`src/rtl/sync_fifo_if.sv`:
```
// Handshake bundle for sync_fifo: write side, read side, status and error flags.
// The master modport belongs to whoever feeds and drains the FIFO; slave is the FIFO itself.
interface sync_fifo_if #(
  parameter int DATA_W = 8,
  parameter int ADDR_W = 8
);
  logic              w_en;
  logic [DATA_W-1:0] w_data;
  logic              w_full;
  logic              w_afull;
  logic              r_en;
  logic [DATA_W-1:0] r_data;
  logic              r_valid;
  logic              r_empty;
  logic              r_aempty;
  logic [ADDR_W:0]   count;
  logic              clr_err;
  logic              overflow;
  logic              underflow;

  modport master (
    output w_en, w_data, r_en, clr_err,
    input  w_full, w_afull, r_data, r_valid, r_empty, r_aempty, count, overflow, underflow
  );

  modport slave (
    input  w_en, w_data, r_en, clr_err,
    output w_full, w_afull, r_data, r_valid, r_empty, r_aempty, count, overflow, underflow
  );
endinterface

```
`src/rtl/sync_fifo.sv`:
```
// Single-clock FIFO around an inferred simple dual-port RAM with a registered read port.
// The occupancy counter drives every status flag; flags are registered from the next count.
module sync_fifo #(
  parameter int DATA_W    = 8,
  parameter int ADDR_W    = 8,
  parameter int AFULL_TH  = 2**ADDR_W - 4,
  parameter int AEMPTY_TH = 4
) (
  input logic       clk,
  input logic       rst,
  sync_fifo_if.slave bus
);
  localparam int DEPTH = 2**ADDR_W;
  localparam int CNT_W = ADDR_W + 1;

  localparam logic [CNT_W-1:0] FULL_CNT   = CNT_W'(DEPTH);
  localparam logic [CNT_W-1:0] AFULL_CNT  = CNT_W'(AFULL_TH);
  localparam logic [CNT_W-1:0] AEMPTY_CNT = CNT_W'(AEMPTY_TH);

  logic [DATA_W-1:0] mem [DEPTH];
  logic [ADDR_W-1:0] wptr;
  logic [ADDR_W-1:0] rptr;
  logic [CNT_W-1:0]  count;
  logic [CNT_W-1:0]  count_next;
  logic [DATA_W-1:0] r_data;
  logic              w_full;
  logic              w_afull;
  logic              r_empty;
  logic              r_aempty;
  logic              r_valid;
  logic              overflow;
  logic              underflow;
  logic              wa;
  logic              ra;

  // Accepts use the registered flags only, so a write at full or a read at empty is simply rejected.
  assign wa = bus.w_en & ~w_full;
  assign ra = bus.r_en & ~r_empty;

  always_comb begin
    count_next = count;
    if (wa && !ra) begin
      count_next = count + CNT_W'(1);
    end else if (ra && !wa) begin
      count_next = count - CNT_W'(1);
    end
  end

  // Storage array is left unreset so it maps onto block RAM.
  always_ff @(posedge clk) begin
    if (wa && !rst) begin
      mem[wptr] <= bus.w_data;
    end
  end

  always_ff @(posedge clk) begin
    if (rst) begin
      r_data <= '0;
    end else if (ra) begin
      r_data <= mem[rptr];
    end
  end

  always_ff @(posedge clk) begin
    if (rst) begin
      wptr      <= '0;
      rptr      <= '0;
      count     <= '0;
      w_full    <= 1'b0;
      w_afull   <= 1'b0;
      r_empty   <= 1'b1;
      r_aempty  <= 1'b1;
      r_valid   <= 1'b0;
      overflow  <= 1'b0;
      underflow <= 1'b0;
    end else begin
      if (wa) begin
        wptr <= wptr + ADDR_W'(1);
      end
      if (ra) begin
        rptr <= rptr + ADDR_W'(1);
      end
      count    <= count_next;
      w_full   <= (count_next == FULL_CNT);
      w_afull  <= (count_next >= AFULL_CNT);
      r_empty  <= (count_next == '0);
      r_aempty <= (count_next <= AEMPTY_CNT);
      r_valid  <= ra;
      // A fresh error outranks a simultaneous clear so no event is ever lost.
      if (bus.w_en && w_full) begin
        overflow <= 1'b1;
      end else if (bus.clr_err) begin
        overflow <= 1'b0;
      end
      if (bus.r_en && r_empty) begin
        underflow <= 1'b1;
      end else if (bus.clr_err) begin
        underflow <= 1'b0;
      end
    end
  end

  assign bus.w_full    = w_full;
  assign bus.w_afull   = w_afull;
  assign bus.r_empty   = r_empty;
  assign bus.r_aempty  = r_aempty;
  assign bus.r_data    = r_data;
  assign bus.r_valid   = r_valid;
  assign bus.count     = count;
  assign bus.overflow  = overflow;
  assign bus.underflow = underflow;
endmodule

```
`src/flat_wrapper.sv`:
```
// flat-port wrapper written by rule: the top's interface ports become plain ports
module sync_fifo_flat 
#(
  parameter int DATA_W    = 8,
  parameter int ADDR_W    = 8,
  parameter int AFULL_TH  = 2**ADDR_W - 4,
  parameter int AEMPTY_TH = 4
)
  (clk, rst, bus_w_en, bus_w_data, bus_r_en, bus_clr_err, bus_w_full, bus_w_afull, bus_r_data, bus_r_valid, bus_r_empty, bus_r_aempty, bus_count, bus_overflow, bus_underflow);
  sync_fifo_if #(.DATA_W(DATA_W), .ADDR_W(ADDR_W)) bus_i ();
  input logic clk;
  input logic rst;
  input wire logic [$bits(bus_i.w_en)-1:0] bus_w_en;
  input wire logic [$bits(bus_i.w_data)-1:0] bus_w_data;
  input wire logic [$bits(bus_i.r_en)-1:0] bus_r_en;
  input wire logic [$bits(bus_i.clr_err)-1:0] bus_clr_err;
  output wire logic [$bits(bus_i.w_full)-1:0] bus_w_full;
  output wire logic [$bits(bus_i.w_afull)-1:0] bus_w_afull;
  output wire logic [$bits(bus_i.r_data)-1:0] bus_r_data;
  output wire logic [$bits(bus_i.r_valid)-1:0] bus_r_valid;
  output wire logic [$bits(bus_i.r_empty)-1:0] bus_r_empty;
  output wire logic [$bits(bus_i.r_aempty)-1:0] bus_r_aempty;
  output wire logic [$bits(bus_i.count)-1:0] bus_count;
  output wire logic [$bits(bus_i.overflow)-1:0] bus_overflow;
  output wire logic [$bits(bus_i.underflow)-1:0] bus_underflow;
  assign bus_i.w_en = bus_w_en;
  assign bus_i.w_data = bus_w_data;
  assign bus_i.r_en = bus_r_en;
  assign bus_i.clr_err = bus_clr_err;
  assign bus_w_full = bus_i.w_full;
  assign bus_w_afull = bus_i.w_afull;
  assign bus_r_data = bus_i.r_data;
  assign bus_r_valid = bus_i.r_valid;
  assign bus_r_empty = bus_i.r_empty;
  assign bus_r_aempty = bus_i.r_aempty;
  assign bus_count = bus_i.count;
  assign bus_overflow = bus_i.overflow;
  assign bus_underflow = bus_i.underflow;
  sync_fifo #(.DATA_W(DATA_W), .ADDR_W(ADDR_W), .AFULL_TH(AFULL_TH), .AEMPTY_TH(AEMPTY_TH)) u_core (.clk(clk), .rst(rst), .bus(bus_i));
endmodule
```
`config.mk`:
```
export PLATFORM = sky130hd
export DESIGN_NAME = sync_fifo_flat
export DESIGN_NICKNAME = d
export VERILOG_FILES = /design/src/rtl/sync_fifo_if.sv /design/src/rtl/sync_fifo.sv /design/src/flat_wrapper.sv
export SDC_FILE = /design/constraint.sdc
export NUM_CORES = 2
export LEC_CHECK = 0
export CAP_MARGIN = 20
export CELL_PAD_IN_SITES_DETAIL_PLACEMENT = 0
export CELL_PAD_IN_SITES_GLOBAL_PLACEMENT = 2
export CORE_UTILIZATION = 30
export CTS_CLUSTER_SIZE = 40
export DETAILED_ROUTE_END_ITERATION = 7
export PLACE_DENSITY = 0.58
export SLEW_MARGIN = 10
export SYNTH_ARGS = -nofsm -noshare
export SYNTH_HDL_FRONTEND = slang
export SYNTH_SLANG_ARGS = --single-unit
```
`constraint.sdc`:
```
create_clock -name clk -period 3.5 [get_ports clk]
set_input_delay 0.35 -clock clk [delete_from_list [all_inputs] [get_ports clk]]
set_output_delay 0.35 -clock clk [all_outputs]
set_load 0.05 [all_outputs]
```
==> impl_metrics.py <==
metrics = {
    "outcome": {
        "status": "complete, no violations",
    },
    "layout": {
        "finalNonFillerCells": 8317,
        "final_core_util_pct": 36.0,
        "final_cell_mix": "2048 x edfxtp_1, 535 x buf_4, 463 x mux4_2",
        "fillers": 25000,
        "fin_area_sq_um": 97700,
        "fin_nets": 4585,
        "layout-drive-gt1-share_pct": 30.1,
        "areaGrowthSynthToFinish_pct": 19.2,
        "final_common_cell": "edfxtp_1",
    },
    "clock_network": {
        "tritoncts": "built",
        "numCtsBuffers": 217,
        "ctsLongestPathBuffers": 3,
        "htree_levels": 4,
        "clk_root_buffer_cell": "clkbuf_16",
        "clk_latency_ns": 0.86,
        "path_clk_slew_ns": 0.06,
        "cts.sinks": 2088,
    },
    "pwr": {
        "total_power_mw": 55.8,
        "ir_drop_v": 0.000464,
        "power_density_nw_per_um2": 571,
        "leakage_nw": 30.6,
    },
    "die": {
        "start_util_pct": 30.2,
        "core_sq_um": 271000,
        "die-width_um": 525,
        "die_y_um": 525,
        "row_count": 191,
        "fp.dieArea_sq_um": 275000,
        "ios": 37,
    },
    "worst_setup_path": {
        "critPathRequiredTime_ns": 4.24,
        "cp.arrival_ns": 4.22,
        "worst_setup_path_end_kind": "flip-flop",
        "worstSetupStartpointType": "flip-flop",
        "path_max_fanout": 14,
        "crit_start": "u_core.rptr[0]",
        "r2r_start": "u_core.rptr[0]",
        "path_class": "flip-flop to flip-flop",
    },
    "synth": {
        "syn_avg_cell_area_sq_um": 20.7,
        "synth_seq_area_share_pct": 76.0,
        "ys_types": 79,
        "async_flop_share_pct": 0,
        "synthCells": 3961,
        "synth-main-ff-cell": "edfxtp_1",
        "synth_warnings": 0,
        "synth.net_count": 3981,
        "synth_edf_count": 2048,
        "syn_area_sq_um": 82000,
        "synth-seq-cells": 2088,
    },
    "run": {
        "maxCapViolCount": 0,
    },
    "worst_hold_path": {
        "hp-start": "bus_w_data[5]",
        "hold_path.class": "primary input to flip-flop",
    },
    "placement": {
        "placedCellCount": 7910,
        "place_area_sq_um": 90400,
        "io_buffer_count": 36,
        "place_ws_ns": -0.308,
        "globalplace.congestion": 0.822,
        "dp_hpwl_mm": 160,
    },
    "grt": {
        "grtUsageTotal_pct": 17.8,
        "grt_pass1_wl_mm": 347,
        "grt-ovfl-total": 0,
        "grt_pass1_vias": 42900,
        "grt_max_degree": 110,
        "antenna_found_initial": 12,
    },
    "timing": {
        "slew_headroom_pct": 24.1,
        "min_period_ns": 3.48,
        "worstMarginPinSlew_ns": 1.14,
        "fmax_mhz": 288,
        "hold_violations": 0,
        "tns_ns": 0,
        "slew_viol_final": 0,
        "min_period_over_period_pct": 99.4,
        "setup_viol": 0,
        "holdWs_ns": 0.0713,
        "rsz0062_at_grt": "no",
        "finalClockSkew_ns": 0.0452,
        "worst_slack_ns": 0.0224,
    },
    "routing": {
        "vias": 42400,
        "vias_per_cell": 5.09,
        "drt_iter0_markers": 4050,
        "drc_errors": 0,
        "first_pass_iters": 7,
        "wl_per_cell_um": 29.9,
        "antenna_left": 0,
        "wl_mm": 249,
    },
}
## flip-flops by register name (all words and copies together) (netlist names), 8 cells and up
| register | count |
|---|---|
| u_core.mem | 2048 |
| u_core.bus.r_data | 8 |
| u_core.rptr | 8 |
| u_core.bus.count | 9 |
| u_core.wptr | 8 |
## power breakdown
group          internal [mW]  switching (mW)
combinational           2.29            2.83
clock                   13.2            9.87
sequential              27.5          0.0952
## Yosys cell counts, drive strengths merged, types with 4 or more instances
library cell | n | area (sq um)
edfxtp | 2048 | 61500
mux4 | 479 | 10800
nor2 | 319 | 1200
mux2i | 189 | 1890
buf | 147 | 1250
nand2 | 112 | 420
clkbuf | 101 | 432
a21oi | 46 | 230
nand3 | 44 | 220
o21ai | 41 | 205
o22ai | 41 | 257
dfxtp | 40 | 801
a22oi | 34 | 255
a211oi | 33 | 248
a221oi | 31 | 272
nor2b | 25 | 156
inv | 17 | 63.8
nor3 | 17 | 85.1
and2 | 13 | 82.6
o221ai | 13 | 114
mux2 | 11 | 124
nand2b | 11 | 68.8
a31oi | 10 | 62.6
or3 | 10 | 63.8
xor2 | 10 | 87.6
xnor2 | 9 | 78.8
a2111oi | 8 | 83.8
a311oi | 8 | 70.1
nand4 | 8 | 50.1
ha | 7 | 87.6
a22o | 6 | 53.8
o211ai | 6 | 45.0
o32ai | 6 | 52.6
nor4 | 5 | 31.3
a211o | 4 | 35.0
a21o | 4 | 30.0
a222oi | 4 | 40.0
nand3b | 4 | 30.0
o311ai | 4 | 35.0
## worst max-delay path: stages (launching register included)
cell,delay (ns)
dfxtp_4,0.43
buf_12,0.21
buf_16,0.20
mux4_2,0.59
mux4_2,0.51
nor2_2,0.20
nor4_1,0.15
nor3_2,0.43
nor3_1,0.22
buf_4,0.18
a31o_1,0.17
## cells by family (layout without fill, tap and decap cells)
| family | Yosys count | in the layout | share of synthesized area [%] |
|---|---|---|---|
| DFF | 2088 | 2088 | 76.0 |
| muxes | 679 | 679 | 15.7 |
| and+or+nand+nor | 581 | 581 | 3.05 |
| AOI/OAI and AO/OA | 322 | 322 | 2.80 |
| buffers and inverters | 265 | 1049 | 2.13 |
| xor gates and xnor gates | 19 | 19 | 0.203 |
| adders and majority gates | 7 | 7 | 0.107 |
| other | 0 | 2 | 0 |
## metal layers
layer  vias up  global-route usage [%]  wire [um]
met1     23200                    25.3     111000
met3       270                    2.45      12900
met4         2                    4.54       5520
li1      17700                       -          -
met5         -                       0          7
met2      1221                    28.8     119000
## what timing repair did
item,4_1_cts,5_1_grt
pin swaps,2,2
gates cloned,1,1
setup endpoints to repair,4,5
hold buffers,4,0
gates resized for setup,7,13
hold endpoints to repair,147,0
setup buffers,0,0
## area by class of cell
| type | count | area, sq um | share of cell area [%] |
|---|---|---|---|
| flip-flops and latches | 2088 | 62300 | 63.8 |
| multi-input cells | 1608 | 18100 | 18.5 |
| clock buffers | 274 | 5730 | 5.87 |
| repair buffers | 633 | 5650 | 5.79 |
| well taps | 3570 | 4470 | 4.57 |
| clock inverters | 125 | 1350 | 1.38 |
| inverters | 17 | 68.8 | 0.0705 |
| diodes | 2 | 5.00 | 0.00512 |
## worst paths after layout
path                               end  slack (ns)  depth (start not counted)
hold reg to reg   u_core.bus.underflow        0.51                          2
hold / removal        u_core.mem[8][5]        0.07                          1
setup reg to reg  u_core.bus.r_data[0]        0.02                         10
setup / recovery  u_core.bus.r_data[0]        0.02                         10
Note: power is estimated with default switching activity, not from simulation.
